--- src/rtl/imem_fetch_ctrl.sv ---
// Instruction fetch controller: drives a combinational instruction memory from a
// word-aligned fetch PC and buffers fetched words in a 2-entry FIFO toward the
// decode stage. Redirects flush the buffer and reload the PC.
module imem_fetch_ctrl #(
   parameter logic [31:0] RESET_PC = 32'h0000_0000
) (
   input  logic        clk,
   input  logic        rst_n,
   input  logic        fetch_en,
   input  logic        redirect_valid,
   input  logic [31:0] redirect_pc,
   output logic [31:0] imem_addr,
   input  logic [31:0] imem_data,
   output logic        inst_valid,
   input  logic        inst_ready,
   output logic [31:0] inst_data,
   output logic [31:0] inst_pc,
   output logic [1:0]  buf_count
);

   localparam int unsigned XLEN = 32;
   localparam int unsigned CNTW = 2;
   localparam logic [XLEN-1:0] ALIGN_MASK       = {{(XLEN-2){1'b1}}, 2'b00};
   localparam logic [XLEN-1:0] RESET_PC_ALIGNED = RESET_PC & ALIGN_MASK;
   localparam logic [XLEN-1:0] PC_STEP          = XLEN'(4);

   // One buffered fetch: the word and the byte address it came from.
   typedef struct packed {
      logic [XLEN-1:0] pc;
      logic [XLEN-1:0] inst;
   } fetch_entry_t;

   // Buffer occupancy doubles as the controller state.
   typedef enum logic [CNTW-1:0] {
      OCC_EMPTY = 2'd0,
      OCC_ONE   = 2'd1,
      OCC_FULL  = 2'd2
   } occ_e;

   occ_e            occ_q, occ_d;
   logic [XLEN-1:0] fetch_pc_q, fetch_pc_d;
   fetch_entry_t    head_q, head_d;
   fetch_entry_t    tail_q, tail_d;

   fetch_entry_t    new_entry_c;
   logic            has_data_c;
   logic            pop_c;
   logic            push_c;

   // Handshake qualifiers; a redirect blocks both pop and push in its cycle.
   always_comb begin
      has_data_c  = (occ_q != OCC_EMPTY);
      pop_c       = has_data_c & ~redirect_valid & inst_ready;
      push_c      = fetch_en & ~redirect_valid & ((occ_q != OCC_FULL) | pop_c);
      new_entry_c = '{pc: fetch_pc_q, inst: imem_data};
   end

   // Next-state: redirect first, otherwise advance PC on push and update the FIFO.
   always_comb begin
      occ_d      = occ_q;
      fetch_pc_d = fetch_pc_q;
      head_d     = head_q;
      tail_d     = tail_q;

      if (redirect_valid) begin
         occ_d      = OCC_EMPTY;
         fetch_pc_d = redirect_pc & ALIGN_MASK;
      end else begin
         if (push_c) begin
            fetch_pc_d = fetch_pc_q + PC_STEP;
         end

         unique case (occ_q)
            OCC_EMPTY: begin
               if (push_c) begin
                  head_d = new_entry_c;
                  occ_d  = OCC_ONE;
               end
            end
            OCC_ONE: begin
               case ({push_c, pop_c})
                  2'b11: head_d = new_entry_c;
                  2'b10: begin
                     tail_d = new_entry_c;
                     occ_d  = OCC_FULL;
                  end
                  2'b01: occ_d = OCC_EMPTY;
                  default: occ_d = OCC_ONE;
               endcase
            end
            OCC_FULL: begin
               // A push into a full buffer is only possible alongside a pop.
               if (pop_c) begin
                  head_d = tail_q;
                  if (push_c) begin
                     tail_d = new_entry_c;
                  end else begin
                     occ_d = OCC_ONE;
                  end
               end
            end
            default: occ_d = OCC_EMPTY;
         endcase
      end
   end

   // State registers with asynchronous clear; head clears so outputs read zero in reset.
   always_ff @(posedge clk or negedge rst_n) begin
      if (!rst_n) begin
         occ_q      <= OCC_EMPTY;
         fetch_pc_q <= RESET_PC_ALIGNED;
         head_q     <= '0;
         tail_q     <= '0;
      end else begin
         occ_q      <= occ_d;
         fetch_pc_q <= fetch_pc_d;
         head_q     <= head_d;
         tail_q     <= tail_d;
      end
   end

   // Outputs come straight from registers; only inst_valid sees the redirect mask.
   always_comb begin
      imem_addr  = fetch_pc_q;
      inst_valid = has_data_c & ~redirect_valid;
      inst_data  = head_q.inst;
      inst_pc    = head_q.pc;
      buf_count  = CNTW'(occ_q);
   end

endmodule

--- config.mk ---
export PLATFORM = sky130hd
export DESIGN_NAME = imem_fetch_ctrl
export DESIGN_NICKNAME = d
export VERILOG_FILES = /design/src/rtl/imem_fetch_ctrl.sv
export SDC_FILE = /design/constraint.sdc
export NUM_CORES = 1
export LEC_CHECK = 0
export BUFFER_PORTS_ARGS = -buffer_cell sky130_fd_sc_hd__clkbuf_2
export CAP_MARGIN = 20
export CELL_PAD_IN_SITES_DETAIL_PLACEMENT = 0
export CELL_PAD_IN_SITES_GLOBAL_PLACEMENT = 1
export CORE_UTILIZATION = 47
export CTS_CLUSTER_DIAMETER = 150
export DETAILED_ROUTE_END_ITERATION = 6
export PLACE_DENSITY = 0.92
export SYNTH_ARGS = -nofsm -noshare
export SYNTH_HDL_FRONTEND = slang
export SYNTH_SLANG_ARGS = --single-unit
--- constraint.sdc ---
create_clock -name clk -period 7.1 [get_ports clk]
set_input_delay 1.065 -clock clk [delete_from_list [all_inputs] [get_ports clk]]
set_output_delay 1.065 -clock clk [all_outputs]
set_load 0.02 [all_outputs]
==> results.sh, run 1 <==
export IMPL_die_height_um=127
export IMPL_yosys_reg_bits=156
export IMPL_synth_cell_type_count=44
export IMPL_finalHoldWorstSlack_ns=0.504
export IMPL_finalSetupViolCount=0
export IMPL_holdBufCountCts=0
export IMPL_cts_buffers_inserted=17
export IMPL_status="completed"
export IMPL_bufs_on_longest_clock_path=2
export IMPL_number_of_gates_resized_after_cts=0
export IMPL_grt_pass1_wl_mm=25.4
export IMPL_final_antenna_net_count=0
export IMPL_core_area_um2=15200
export IMPL_final_max_slew_violation_count=0
export IMPL_syn2layout_area_growth_pct=22.8
export IMPL_rows=45
export IMPL_worstSetupPathType="primary input to flop"
export IMPL_grt_antenna_before_repair=0
export IMPL_antenna_diodes=0
export IMPL_dp_hpwl_mm=10.4
export IMPL_total_neg_setup_slack_ns=0
export IMPL_synth_avg_cell_area_um2=13.0
export IMPL_ctsRootBufferMaster="sky130_fd_sc_hd__clkbuf_16"
export IMPL_cts_max_level=4
export IMPL_pin_count_of_the_biggest_net_entering_global_routing=90
export IMPL_port_buffers=161
export IMPL_routed_wire_length_mm=15.6
export IMPL_ys_async_sr_fraction=1.00
export IMPL_max_freq_ghz=0.273
export IMPL_design_final_nets=790
export IMPL_path_clk_slew_ns=0.06
export IMPL_cts_tree="built"
export IMPL_initial_core_util=0.482
export IMPL_grt_ovfl_total=0
export IMPL_drt_first_iter_violations=186
export IMPL_timing_final_crit_share=0.516
export IMPL_cts_post_setup_buffers_inserted=0
export IMPL_synth_largest_type_area_fraction=0.533
export IMPL_worst_slew_pin_slew_ns=0.937
export IMPL_drive_gt1_frac=0.544
export IMPL_synth_most_common_cell="sky130_fd_sc_hd__mux2_2"
export IMPL_filler_cell_count=1242
export IMPL_post_synth_inst_count=564
export IMPL_most_instantiated_cells_after_synthesis="180 x sky130_fd_sc_hd__mux2_2, 156 x sky130_fd_sc_hd__dfrtp_1, 47 x sky130_fd_sc_hd__nand2_1, 31 x sky130_fd_sc_hd__o21ai_0"
export IMPL_clock_insertion_delay_worst_skew_ns=0.42
export IMPL_final_setup_skew_ns=0.00907
export IMPL_num_vias=4894
export IMPL_avgRoutedWirePerCell_um=17.0
export IMPL_detailed_place_area_um2=8270
export IMPL_min_path_type="flop to flop"
export IMPL_clock_sinks=156
export IMPL_yosys_top_cells_area="sky130_fd_sc_hd__dfrtp_1 53%, sky130_fd_sc_hd__mux2_2 28%, sky130_fd_sc_hd__nand2_1 2.4%, sky130_fd_sc_hd__o21ai_0 2.1%, sky130_fd_sc_hd__xnor2_1 1.8%"
export IMPL_synth_yosys_seq_area_share=0.533
export IMPL_synth_edff_count=0
export IMPL_number_of_vias_per_cell=5.33
export IMPL_leakage_uw=0.00408
export IMPL_drv_max_cap_violation_count=0
export IMPL_groute_usage_overall=0.202
export IMPL_via_count_of_the_first_global_routing_pass=5065
export IMPL_drt_pre_antenna_iters=4
export IMPL_power_ir_vdd_worst_uv=236
export IMPL_yosysTopAreaCell="sky130_fd_sc_hd__dfrtp_1"
export IMPL_post_synth_instance_area_um2=7330
export IMPL_die_area_um2=16100
export IMPL_boundaryPins=168
export IMPL_minimum_clock_period_ns=3.67
export IMPL_finish_instance_area_um2=9000
export IMPL_worst_slew_margin_rel=0.375
export IMPL_synth_yosys_warnings=0
export IMPL_worstPathArrival_ns=3.96
export IMPL_die_width_um=127
export IMPL_timing_final_hold_violations=0
export IMPL_grt_setup_unrepaired="no"
export IMPL_critPathMaxFanout=50
export IMPL_endpoint_kind_of_the_worst_setup_timing_path="flop"
export IMPL_cellPowerDensity_nw_per_um2=335
export IMPL_post_route_drc_count=0
export IMPL_final_core_density=0.592
export IMPL_synthFlopType="sky130_fd_sc_hd__dfrtp_1"
export IMPL_startpoint_type="primary input"
export IMPL_gp_congestion=0.768
export IMPL_cp_required_ns=7.40
==> cell usage in the layout, fill, tap and decap left out, types with 2 or more instances in the layout <==
| cell type | count |
|---|---|
| sky130_fd_sc_hd__o21ai_1 | 4 |
| sky130_fd_sc_hd__dfrtp_1 | 156 |
| sky130_fd_sc_hd__mux2i_1 | 2 |
| sky130_fd_sc_hd__mux2_2 | 180 |
| sky130_fd_sc_hd__nor3b_1 | 5 |
| sky130_fd_sc_hd__clkbuf_16 | 17 |
| sky130_fd_sc_hd__nand2_1 | 47 |
| sky130_fd_sc_hd__buf_4 | 6 |
| sky130_fd_sc_hd__inv_1 | 8 |
| sky130_fd_sc_hd__nor2b_1 | 4 |
| sky130_fd_sc_hd__nand4_1 | 10 |
| sky130_fd_sc_hd__nor4b_2 | 2 |
| sky130_fd_sc_hd__nand3_2 | 2 |
| sky130_fd_sc_hd__bufinv_16 | 7 |
| sky130_fd_sc_hd__clkinv_4 | 5 |
| sky130_fd_sc_hd__and4_1 | 2 |
| sky130_fd_sc_hd__conb_1 | 4 |
| sky130_fd_sc_hd__a21oi_1 | 2 |
| sky130_fd_sc_hd__nor4_4 | 3 |
| sky130_fd_sc_hd__xor2_1 | 11 |
| sky130_fd_sc_hd__clkbuf_2 | 160 |
| sky130_fd_sc_hd__nor2_1 | 8 |
| sky130_fd_sc_hd__nand3_1 | 10 |
| sky130_fd_sc_hd__o21ai_0 | 31 |
| sky130_fd_sc_hd__ha_1 | 3 |
| sky130_fd_sc_hd__xnor2_1 | 15 |
| sky130_fd_sc_hd__nor3_2 | 3 |
==> worst max-delay path, cell delays in order <==
cell                       delay [ns]
sky130_fd_sc_hd__clkbuf_2        0.12
sky130_fd_sc_hd__nor3b_1         0.09
sky130_fd_sc_hd__nor2b_1         0.56
sky130_fd_sc_hd__nor2b_1         0.26
sky130_fd_sc_hd__ha_1            0.18
sky130_fd_sc_hd__nand2_1         0.10
sky130_fd_sc_hd__a21oi_4         0.45
sky130_fd_sc_hd__buf_4           0.69
sky130_fd_sc_hd__mux2_2          0.42
==> metal layers <==
metal | part of all wire | vias to the layer above | GRT usage
li1 | - | 2300 | -
met1 | 0.44 | 2444 | 0.256
met2 | 0.50 | 135 | 0.335
met3 | 0.048 | 15 | 0.0481
met4 | 0.015 | 0 | 0.0798
met5 | 0 | - | 0
==> metrics by stage <==
step	power, uW	setup slack (ns)	std cells
after floorplan	1710	3.63	567
after global placement	1910	2.68	886
after detailed placement	1960	2.64	886
after CTS	3040	3.06	918
after global routing	3150	3.20	919
final	3010	3.43	919
==> kinds of logic (layout without fill, tap and decap cells) <==
group                    after synthesis  after routing  synth area share
other                                  1              4          0.000512
flip-flops                           156            156             0.533
adder cells (fa/ha/maj)                3              3           0.00512
buffers and inverters                 44            208            0.0292
AO/OA/AOI/OAI                         45             45            0.0350
XOR/XNOR                              26             26            0.0311
multiplexers                         182            182             0.279
AND/OR/NAND/NOR                      107            107            0.0874
==> registers in the layout, indices dropped and copies added (netlist names) <==
| signal | flops |
|---|---|
| buf_count | 2 |
| tail_q | 62 |
| imem_addr | 30 |
| inst_data | 32 |
| inst_pc | 30 |
==> area by class of cell <==
class | instances | area [um^2] | share of cell area
Tap cell | 188 | 235 | 0.0261
Clock inverter | 13 | 263 | 0.0292
Multi-Input combinational cell | 367 | 3250 | 0.361
Timing Repair Buffer | 168 | 877 | 0.0975
Sequential cell | 156 | 3900 | 0.434
Clock buffer | 19 | 443 | 0.0492
Inverter | 8 | 30.0 | 0.00334
==> power breakdown <==
part / total [uW] / switching (uW) / internal [uW]
Sequential: 1290 / 155 / 1140
Clock: 1080 / 366 / 709
Combinational: 645 / 332 / 313
Total: 3010 / 853 / 2160
==> path summary, 6_finish.rpt <==
path,from,end,slack (ns),depth (start not counted)
worst max-delay path,inst_ready,tail_q[3],3.43,9
worst min-delay path,tail_q[43],tail_q[43],0.50,1
worst max register to register,buf_count[1],tail_q[3],3.61,8
worst min register to register,tail_q[43],tail_q[43],0.50,1
max in group asynchronous,rst_n,buf_count[0],4.96,2
min in group asynchronous,rst_n,tail_q[48],0.69,1
(Power assumes the default switching activity.)
==> run 2: changes to the inputs <==
--- a/config.mk
+++ b/config.mk
@@ -5,14 +5,15 @@
 export SDC_FILE = /design/constraint.sdc
 export NUM_CORES = 1
 export LEC_CHECK = 0
+export ABC_AREA = 1
 export BUFFER_PORTS_ARGS = -buffer_cell sky130_fd_sc_hd__clkbuf_2
 export CAP_MARGIN = 20
 export CELL_PAD_IN_SITES_DETAIL_PLACEMENT = 0
 export CELL_PAD_IN_SITES_GLOBAL_PLACEMENT = 1
-export CORE_UTILIZATION = 47
+export CORE_UTILIZATION = 40
 export CTS_CLUSTER_DIAMETER = 150
 export DETAILED_ROUTE_END_ITERATION = 6
-export PLACE_DENSITY = 0.92
+export PLACE_DENSITY = 0.87
 export SYNTH_ARGS = -nofsm -noshare
 export SYNTH_HDL_FRONTEND = slang
 export SYNTH_SLANG_ARGS = --single-unit
==> constraint.sdc (replaced) <==
create_clock -name clk -period 3.4 [get_ports clk]
set_input_delay 0.51 -clock clk [delete_from_list [all_inputs] [get_ports clk]]
set_output_delay 0.51 -clock clk [all_outputs]
set_load 0.02 [all_outputs]
==> results.sh, run 2 <==
export IMPL_status="completed"
export IMPL_worst_slew_pin_slew_ns=0.686
export IMPL_yosys_reg_bits=156
export IMPL_number_of_vias_per_cell=4.91
export IMPL_drt_first_iter_violations=410
export IMPL_routed_wire_length_mm=21.5
export IMPL_synth_avg_cell_area_um2=7.57
export IMPL_filler_cell_count=1999
export IMPL_die_width_um=144
export IMPL_initial_core_util=0.411
export IMPL_clock_sinks=156
export IMPL_power_total_uw=6080
export IMPL_final_antenna_net_count=0
export IMPL_timing_final_crit_share=0.753
export IMPL_min_path_type="primary input to async pin"
export IMPL_max_ffs_per_register=62
export IMPL_dp_hpwl_mm=14.7
export IMPL_final_setup_skew_ns=0.00926
export IMPL_synth_edff_count=0
export IMPL_cp_required_ns=3.69
export IMPL_avgRoutedWirePerCell_um=14.5
export IMPL_rows=51
export IMPL_cts_max_level=4
export IMPL_post_route_drc_count=0
export IMPL_synthFlopType="sky130_fd_sc_hd__dfrtp_1"
export IMPL_worstPathArrival_ns=2.85
export IMPL_core_area_um2=19600
export IMPL_drt_pre_antenna_iters=5
export IMPL_ctsRootBufferMaster="sky130_fd_sc_hd__clkbuf_16"
export IMPL_total_neg_setup_slack_ns=0
export IMPL_grt_ovfl_total=0
export IMPL_bufs_on_longest_clock_path=2
export IMPL_synth_largest_type_area_fraction=0.485
export IMPL_ys_async_sr_fraction=1.00
export IMPL_via_count_of_the_first_global_routing_pass=6852
export IMPL_holdBufCountCts=0
export IMPL_path_clk_slew_ns=0.06
export IMPL_cts_tree="built"
export IMPL_boundaryPins=168
export IMPL_worst_slew_margin_rel=0.542
export IMPL_final_max_slew_violation_count=0
export IMPL_synth_yosys_seq_area_share=0.485
export IMPL_startpoint_type="flop"
export IMPL_number_of_gates_resized_after_cts=0
export IMPL_registers_top_by_ff_count="tail_q"
export IMPL_timing_final_hold_violations=0
export IMPL_die_area_um2=20700
export IMPL_antenna_diodes=0
export IMPL_grt_setup_unrepaired="no"
export IMPL_minimum_clock_period_ns=2.56
export IMPL_max_freq_ghz=0.390
export IMPL_post_synth_inst_count=1063
export IMPL_mostFrequentLayoutCells="418 x sky130_fd_sc_hd__nand2_1, 160 x sky130_fd_sc_hd__clkbuf_2, 156 x sky130_fd_sc_hd__dfrtp_1, 114 x sky130_fd_sc_hd__o21ai_0, 112 x sky130_fd_sc_hd__nand3_1"
export IMPL_port_buffers=161
export IMPL_final_core_density=0.486
export IMPL_synth_cell_type_count=29
export IMPL_clock_insertion_delay_worst_skew_ns=0.42
export IMPL_groute_usage_overall=0.218
export IMPL_die_height_um=144
export IMPL_design_final_nets=1272
export IMPL_grt_antenna_before_repair=0
export IMPL_drv_max_cap_violation_count=0
export IMPL_finalSetupViolCount=0
export IMPL_num_vias=7256
export IMPL_drive_gt1_frac=0.208
export IMPL_most_instantiated_cells_after_synthesis="418 x sky130_fd_sc_hd__nand2_1, 156 x sky130_fd_sc_hd__dfrtp_1, 114 x sky130_fd_sc_hd__o21ai_0, 112 x sky130_fd_sc_hd__nand3_1, 58 x sky130_fd_sc_hd__inv_1"
export IMPL_yosys_top_cells_area="sky130_fd_sc_hd__dfrtp_1 48%, sky130_fd_sc_hd__nand2_1 19%, sky130_fd_sc_hd__o21ai_0 7.1%, sky130_fd_sc_hd__nand3_1 7.0%, sky130_fd_sc_hd__or2_2 2.9%"
export IMPL_gp_congestion=0.894
export IMPL_cts_post_setup_buffers_inserted=0
export IMPL_yosysTopAreaCell="sky130_fd_sc_hd__dfrtp_1"
export IMPL_synth_yosys_warnings=0
export IMPL_power_ir_vdd_worst_uv=336
export IMPL_final_common_cell="sky130_fd_sc_hd__nand2_1"
export IMPL_syn2layout_area_growth_pct=18.4
export IMPL_pin_count_of_the_biggest_net_entering_global_routing=74
export IMPL_worstSetupPathType="flop to flop"
export IMPL_leakage_uw=0.00512
export IMPL_post_synth_instance_area_um2=8050
export IMPL_synth_most_common_cell="sky130_fd_sc_hd__nand2_1"
export IMPL_grt_pass1_wl_mm=34.8
export IMPL_critPathMaxFanout=39
export IMPL_cts_buffers_inserted=17
export IMPL_cellPowerDensity_nw_per_um2=638
export IMPL_endpoint_kind_of_the_worst_setup_timing_path="flop"
-- run 2: changes by cell type after synthesis, sizes merged, moves of 14 or more --
| cell | previous run | this run |
|---|---|---|
| o21ai | 35 | 132 |
| nor2 | 9 | 58 |
| nand3 | 12 | 113 |
| nand2 | 47 | 421 |
| inv | 8 | 62 |
| or2 | 1 | 37 |
| xnor2 | 15 | 1 |
| buf | 21 | 40 |
| mux2 | 180 | 0 |
-- run 2: per-layer routing --
| layer | share of wire | vias to the layer above | global-route usage |
|---|---|---|---|
| li1 | - | 3645 | - |
| met1 | 0.46 | 3335 | 0.293 |
| met2 | 0.46 | 244 | 0.352 |
| met3 | 0.058 | 32 | 0.0367 |
| met4 | 0.021 | 0 | 0.0795 |
| met5 | 0 | - | 0 |
-- run 2: report_power, final --
group / switching (uW) / internal, uW / total [uW] / leakage [uW]
combinational: 961 / 491 / 1450 / 0.00288
clock: 750 / 1250 / 2000 / 0.000297
sequential: 310 / 2320 / 2630 / 0.00194
-- run 2: final cells by class --
cell class                 count  area, um^2  share of cell area
multi-input combinational    788        3510               0.369
sequential                   156        3900               0.410
tap                          265         332              0.0348
clock inverter                11         168              0.0176
clock buffer                  21         450              0.0473
inverter                      62         233              0.0244
timing repair buffer         175         930              0.0976
-- run 2: path summary, 6_finish.rpt --
path | startpoint | to | slack (ns) | cells after the start
max | buf_count[0] | inst_data[8] | 0.84 | 11
min | rst_n | inst_data[21] | 0.09 | 1
max reg2reg | buf_count[0] | inst_data[8] | 0.84 | 11
min reg2reg | tail_q[62] | tail_q[62] | 0.46 | 2
max in group asynchronous | rst_n | tail_q[59] | 2.42 | 2
min in group clk | redirect_pc[4] | imem_addr[4] | 0.30 | 3
-- run 2: critical path, stage by stage, from the launching register on --
cell and delay (ns):
sky130_fd_sc_hd__dfrtp_1 0.49, sky130_fd_sc_hd__inv_2 0.12, sky130_fd_sc_hd__o211ai_1 0.11, sky130_fd_sc_hd__nand2_1 0.13, sky130_fd_sc_hd__inv_2 0.05, sky130_fd_sc_hd__buf_4 0.22, sky130_fd_sc_hd__ha_1 0.21, sky130_fd_sc_hd__nand2_1 0.10
sky130_fd_sc_hd__o211ai_2 0.10, sky130_fd_sc_hd__nand2_4 0.32, sky130_fd_sc_hd__buf_4 0.40, sky130_fd_sc_hd__o21ai_0 0.14
-- run 2: cells by family (layout without fill, tap and decap cells) --
family                     count (synthesis)  count (layout)  share of synthesized area
buffers and inverters                    122             269                     0.0808
other                                      1               4                   0.000466
and+or+nand+nor                          632             632                      0.330
adders and majority gates                  3               3                    0.00466
DFF                                      156             156                      0.485
AOI/OAI and AO/OA                        140             140                     0.0891
xor gates and xnor gates                   9               9                    0.00979
-- run 2: metrics by stage --
step                hold slack [ns]  setup slack (ns)  cells  instance area [um^2]
global placement              0.448             0.676   1446                  8910
finish                       0.0931             0.839   1478                  9530
detailed placement            0.453             0.641   1446                  8910
floorplan                     0.214              1.20   1066                  8060
CTS                           0.126             0.820   1478                  9530
global route                  0.150             0.569   1478                  9530
